<file path="src/rtl/mux_result_fifo.sv">
// First-word-fall-through result FIFO behind the operand mux.
// It also keeps a running checksum and a count of every word it accepts.
module mux_result_fifo #(
  parameter int WIDTH = 32,
  parameter int DEPTH = 4
) (
  input  logic                       clk,
  input  logic                       rst,
  input  logic [WIDTH-1:0]           in_data,
  input  logic                       in_valid,
  output logic                       in_ready,
  output logic [WIDTH-1:0]           out_data,
  output logic                       out_valid,
  input  logic                       out_ready,
  output logic [$clog2(DEPTH):0]     count,
  output logic [WIDTH-1:0]           sum,
  output logic [31:0]                total
);

  localparam int AW = $clog2(DEPTH);
  localparam int CW = AW + 1;
  localparam logic [CW-1:0] FULL_COUNT = CW'(DEPTH);

  logic [WIDTH-1:0] mem [DEPTH];
  logic [AW-1:0]    wr_ptr;
  logic [AW-1:0]    rd_ptr;
  logic             push;
  logic             pop;

  // The handshake flags depend only on occupancy, so no input reaches them combinationally.
  assign in_ready  = (count != FULL_COUNT);
  assign out_valid = (count != '0);
  assign push      = in_valid && in_ready;
  assign pop       = out_valid && out_ready;

  assign out_data = out_valid ? mem[rd_ptr] : '0;

  // Storage is left uncleared on reset; the masked out_data hides stale entries.
  always_ff @(posedge clk) begin
    if (!rst && push) begin
      mem[wr_ptr] <= in_data;
    end
  end

  always_ff @(posedge clk) begin
    if (rst) begin
      wr_ptr <= '0;
      rd_ptr <= '0;
      count  <= '0;
    end else begin
      if (push) begin
        wr_ptr <= wr_ptr + 1'b1;
      end
      if (pop) begin
        rd_ptr <= rd_ptr + 1'b1;
      end
      if (push && !pop) begin
        count <= count + 1'b1;
      end else if (pop && !push) begin
        count <= count - 1'b1;
      end
    end
  end

  // Checksum and word count track accepted words only; pops leave them alone.
  always_ff @(posedge clk) begin
    if (rst) begin
      sum   <= '0;
      total <= '0;
    end else if (push) begin
      sum   <= sum + in_data;
      total <= total + 32'd1;
    end
  end

endmodule

</file>
<file path="config.mk">
export PLATFORM = sky130hd
export DESIGN_NAME = mux_result_fifo
export DESIGN_NICKNAME = d
export VERILOG_FILES = /design/src/rtl/mux_result_fifo.sv
export SDC_FILE = /design/constraint.sdc
export NUM_CORES = 1
export LEC_CHECK = 0
export CAP_MARGIN = 10
export CELL_PAD_IN_SITES_DETAIL_PLACEMENT = 0
export CELL_PAD_IN_SITES_GLOBAL_PLACEMENT = 2
export CORE_ASPECT_RATIO = 0.8
export CORE_UTILIZATION = 40
export CTS_CLUSTER_DIAMETER = 150
export CTS_CLUSTER_SIZE = 10
export DETAILED_ROUTE_END_ITERATION = 12
export PLACE_DENSITY_LB_ADDON = 0.05
export SLEW_MARGIN = 10
export SYNTH_ARGS = -nofsm -noshare
export SYNTH_HDL_FRONTEND = slang
export SYNTH_SLANG_ARGS = --single-unit
</file>
<file path="constraint.sdc">
create_clock -name clk -period 6.3 [get_ports clk]
set_input_delay 0.945 -clock clk [delete_from_list [all_inputs] [get_ports clk]]
set_output_delay 0.945 -clock clk [all_outputs]
set_load 0.01 [all_outputs]
</file>
== Yosys cells after proc, flatten, opt, wreduce, memory -nomap -nowiden ==
Memories as Yosys holds them, arrays and structs flattened. A register that Yosys moved wholly into a read port is not among the register bits.
Cells that the tools add are included.

* Register bits after elaboration: 71
* Word-level logic and storage cells: 30
* RAM bits: 128
* Memories: 1
* Input bits: 36

{| class="wikitable"
|+ Memories
! name !! words !! width !! rd ports !! clocked after Yosys merged registers in !! wr ports !! RTL line !! text
|-
| mem || 4 || 32 || 1 || 1 || 1 || 24 || <nowiki>logic [WIDTH-1:0] mem [DEPTH];</nowiki>
|}

* $add $sub $neg: 6
* Equal/unequal tests: 1
* Reductions and logical operators: 10
* Multiplexer cells: 7

{| class="wikitable"
|+ Operator list
! operator !! number
|-
| adder 32 x 1 -> 32 bit (second input constant) || 1
|-
| adder 32 bit || 1
|-
| two-way mux 32 bit || 1
|-
| two-way mux 3 bit || 2
|-
| logical AND 1 bit || 5
|-
| adder 2 x 1 -> 2 bit (second input constant) || 2
|-
| two-way mux 2 bit || 2
|-
| adder 3 x 1 -> 3 bit (second input constant) || 1
|-
| logical NOT 1 bit || 3
|-
| != test 3 bit (second input constant) || 1
|-
| nonzero test 3 bit || 1
|-
| subtractor 3 x 1 -> 3 bit (second input constant) || 1
|-
| two-way mux 1 bit || 2
|-
| nonzero test 2 bit || 1
|}

== Logic depth before layout (Yosys ltp) ==
* Depth after elaboration: 6
* Mapped depth: 11
* Depth with buffers taken out: 11

== Least setup slack after synthesis ==
OpenSTA, ideal clock, no wires.

* Path type: input -> register
* Start: input port in_data[16]
* End: register sum[31]
* Setup slack: 2,895 ps
* Stages: 10
* Library setup time: 123 ps
* Path buffers: 0
* Arrival time: 3,282 ps
* Data required time: 6,177 ps
* Path through: ha_1 -> a21o_1 -> o21bai_1 -> a221o_1 -> a211o_1 -> o211ai_2 -> o22ai_2 -> a221oi_2 -> mux2i_1 -> mux2_1

* Longest elaborated chain between the ends: 1

{| class="wikitable"
|+ RTL lines
! element !! RTL line !! text
|-
| from (decl) || 9 || <nowiki>input logic [WIDTH-1:0] in_data,</nowiki>
|-
| adder 32 bit || 71 || <nowiki>sum <= sum + in_data;</nowiki>
|-
| to (signal assigned) || 71 ||
|-
| to (decl) || 16 || <nowiki>output logic [WIDTH-1:0] sum,</nowiki>
|}

Every way passes these cells.
A chain may end at the register's enable or synchronous reset.

== Worst setup path in the final report ==
* Start: input port in_data[0]
* End: register sum[26]

Same word-level chain as after synthesis.

==> results <==
- TritonCTS built the clock tree.
- The worst hold path passes through 2 cells.
- The flow ran to the end, and the final reports show no timing, DRC or antenna violations.
- The number of resized instances in the post-cts repair step is 0.
- Once the clock tree was built, the setup fixing pass inserted 0 buffers.
- After synthesis, flip-flops and latches occupy between 50% and 60% of the total area.
- The net count after synthesis is between 800 and 900.
- Synthesis produced a netlist whose cell count is around 770.
- Of the total power, registers draw a little over a third.
- Setup repair after global routing left no endpoint under its margin.
- The number of buffers and inverters on the critical path is 1.
- The die is between 100 and 150 µm tall.
- The setup violation total in the final timing report is 0.
- Across all layers, the routed design uses around 6.5k vias.
- Clock tree synthesis found a total of 201 sinks.
- Among all flip-flop cells after synthesis, the most frequent one is edfxtp_1.
- In this run the cell area measured after placement is around 11000 µm².
- The largest net degree at the start of global routing is 84.
- Across the run, the number of max-cap violations was 0.
- The top cell family by delay on the critical path is compound AO/OA/AOI/OAI gates.
- The die outline area is about 24000 µm².
- Detailed placement ended at an HPWL of around 16000 µm.
- After floorplanning, the core was divided into 49 placement rows.
- The final cycle utilization of the critical path is around three fifths.
- For the worst setup path, the data arrival time is 4340 ps.
- The placeable core area is roughly 23000 µm².
- The clock latency reported for the late side of the worst-skew pair is ~520 ps.
- The longest clock path from root to sink contains 3 buffers.
- The post-synthesis area per instance is around 12 µm².
- The average detailed-routed wire length per instance is between 15 and 20 µm.
- The post-synthesis cell area is 9354 µm².
- The final wirelength is about 24000 µm.
- After clock tree synthesis, the flow added hold-fix buffers numbering 0.
- Of the post-synthesis cell area, the dominant cell type holds between 40 and 50%.
- The die extent in x is between 150 and 200 µm.
- The number of library cell types mapped by synthesis is around 60.
- The total count of max-transition violations in the final report was 0.
- The logic depth of the worst register-to-register path is 11.
- Across every metal layer, demand over resource in global routing totals between 20 and 25%.
- In this run the power spent charging and discharging nets is between 1 and 1.5 mW.
- Combinational logic burns a little under two fifths of the power.
- The end of the worst register-to-register path is sum[26].
- The share of layout cells above drive strength 1 is 8.686%.
- The number of top-level pins is 137.
- After clock tree synthesis, the clock-pin slew on the worst setup and hold paths is roughly 70 ps.
- The beginning of the critical path is in_data[0].
- The area growth from synthesis to final layout is 25.27%.
- Across the routed clock network, the largest skew measured is roughly 18 ps.
- The number of global-route vias before repair came to approximately 6.5k.
- The fraction of power spent switching nets is ~32%.
- The achievable clock frequency is around 0.26 GHz.
- The number of synthesized register bits is 201.
- In this run, CTS created clock tree buffers numbering 24.
- The cell taking the most area after synthesis is edfxtp_1.
- For this run, design rule violations remaining after detail routing come to 0.
- Summing all multi-input logic gate instances after layout gives between 3000 and 4000 µm².
- During synthesis, Yosys emitted a total of 0 warnings.
- The commonest non-fill, non-tap cell in the layout is clkdlybuf4s50_1.
- The cell area after layout is ~12000 µm².
- In this design, the stage delay of the slowest critical-path cell is between 600 and 700 ps.
- In this run the tightest slew margin relative to its limit is between 30 and 40%.
- The share of flip-flops with an asynchronous set or reset after synthesis is 0%.
- The H-tree level count is 1.
- The internal power is 3.070 mW.
- The largest voltage drop on the vdd net is between 0.2 and 0.25 mV.
- The remaining antenna violation count after routing is 0.
- The first TritonRoute pass finished after 5 iterations.
- The number of I/O port buffers is between 100 and 150.
- The worst register-to-register path has a setup slack of 3040 ps.
- The type of element capturing the critical path is a flip-flop.
- Counting I/O delays and the setup requirement, the final critical path takes between 3000 and 4000 ps.
- At the end of the flow, the number of nets in the layout was 979.
- The initial antenna violation count is 1.
- The global route total overflow is 0.
- The critical path goes through clkdlybuf4s50_1, ha_1, fa_1, a21o_1, a31oi_1, nor2_1, o2111ai_1, a21oi_1, o41ai_1, o31ai_1, nor4b_1, a211o_1.
- The tightest min-delay check is of the reg2reg type.
- The power per unit of standard cell area is 386.0 nW/µm².
- The first-iteration detailed-routing DRC count is roughly 350.
- In the layout the commonest cells are 135 x clkdlybuf4s50_1, 128 x edfxtp_1, 73 x nand2_1.
- The worst setup path is of the in2reg kind.
- The worst hold path begins at sum[0].
- The slew at the pin with the worst max-slew slack is 932.3 ps.
- The data required time of the worst path is about 6800 ps.
- By area the synthesized netlist is led by edfxtp_1 41%, dfxtp_1 16%, mux4_2 7.7%, ha_1 4.9%, nand2_1 2.9%.
- The first global-routing pass estimated between 30000 and 40000 µm of wire.
- The routability-driven placement congestion ratio is 0.8009.
- The register area is about 5300 µm².
- The final-layout fill cell count is between 1.5k and 2k.
- The buffer cell driving the clock tree root is clkbuf_16.
- The largest driver fanout on the critical path is 5.
- Yosys mapped a number of flops with a built-in enable equal to between 100 and 150.
- Measured on the finished design, the core utilization comes to about half.
- For this design the static power due to leakage is between 4 and 5 nW.
- The startpoint class of the critical path is a primary input.
- The ratio of routed vias to standard cells is about 5.3.
- The startpoint identified for the worst register-to-register timing path is sum[0].
- The destination of the worst hold path is sum[0].
- The final count of hold timing violations is 0.
- For this configuration, the core starts out at a cell density of 41.24%.
- The setup TNS is 0 ps.
- The library cell contributing the largest single delay on the critical path is o41ai_1.
- In this run, the clock network consumes 27.4% of the power.
registers in the layout, summed over array words and instances, names as in the netlist, named ones only:
register  count
wr_ptr        2
total        32
rd_ptr        2
count         3
sum          32
mem         128
layer usage:
metal / track usage, % / share of wire, % / vias to the layer above
met5: 0 / 0 / -
met4: 3.400 / 1.4 / 0
met3: 3.235 / 4.7 / 26
met2: 29.97 / 42 / 176
met1: 31.50 / 52 / 3209
li1: - / - / 3121
power groups by stage:
| stage | combinational (mW) | sequential (mW) | clock [mW] |
|---|---|---|---|
| global route | 1.81 | 1.63 | 1.32 |
| finish | 1.66 | 1.62 | 1.24 |
| detailed placement | 1.67 | 1.64 | 0 |
| floorplan | 0.954 | 1.64 | 0 |
| global placement | 1.67 | 1.64 | 0 |
| CTS | 1.68 | 1.62 | 1.27 |
cells in the mapped netlist, types with 7 or more instances:
library cell	n
or3_1	13
o21ai_0	23
xnor2_1	24
nor3_1	10
a211o_1	7
nor2_1	61
ha_1	37
and3_1	12
clkbuf_1	24
nand4_1	12
nand3_1	17
a21o_1	18
inv_1	11
dfxtp_1	73
edfxtp_1	128
a211oi_1	11
nand2_1	73
and2_1	37
mux4_2	32
a21oi_1	51
xor2_1	24
layout make-up:
cell class	instances	area share [%]
inverters	11	0.3524
clock buffers	41	5.670
clock inverters	2	0.2136
repair buffers	146	12.22
multi-input cells	520	32.97
flip-flops and latches	201	45.29
well taps	306	3.267
diodes	1	0.02136
logic make-up after synthesis:
| kind of cell | share of synthesized area, % |
|---|---|
| mux | 8.039 |
| flops | 56.71 |
| xor+xnor | 4.494 |
| buf+inv | 1.980 |
| simple gates | 13.64 |
| compound gates | 9.751 |
| fa+ha+maj | 5.377 |
worst max path at each step:
| stage | end | slack [ps] | depth (start not counted) |
|---|---|---|---|
| global route | sum[22] | 2150 | 12 |
| finish | sum[26] | 2420 | 12 |
| detailed placement | sum[22] | 1930 | 12 |
| global placement | sum[22] | 2010 | 12 |
| floorplan | sum[31] | 2900 | 10 |
| CTS | sum[22] | 2450 | 12 |
worst min-delay path, stage by stage (launching register included):
cell and delay, ps:
dfxtp_1 330, nand2_1 60, a21oi_1 50
stage by stage:
stage / std cells / total power [mW] / setup WS, ps / hold slack (ps)
after floorplan: 766 / 2.597 / 2895 / 469.2
after global placement: 1184 / 3.307 / 2008 / 465.0
after detailed placement: 1184 / 3.316 / 1933 / 473.9
after CTS: 1227 / 4.571 / 2449 / 485.4
after global routing: 1227 / 4.766 / 2148 / 505.2
final: 1228 / 4.523 / 2415 / 481.1
Power figures use the tool's default switching activity.
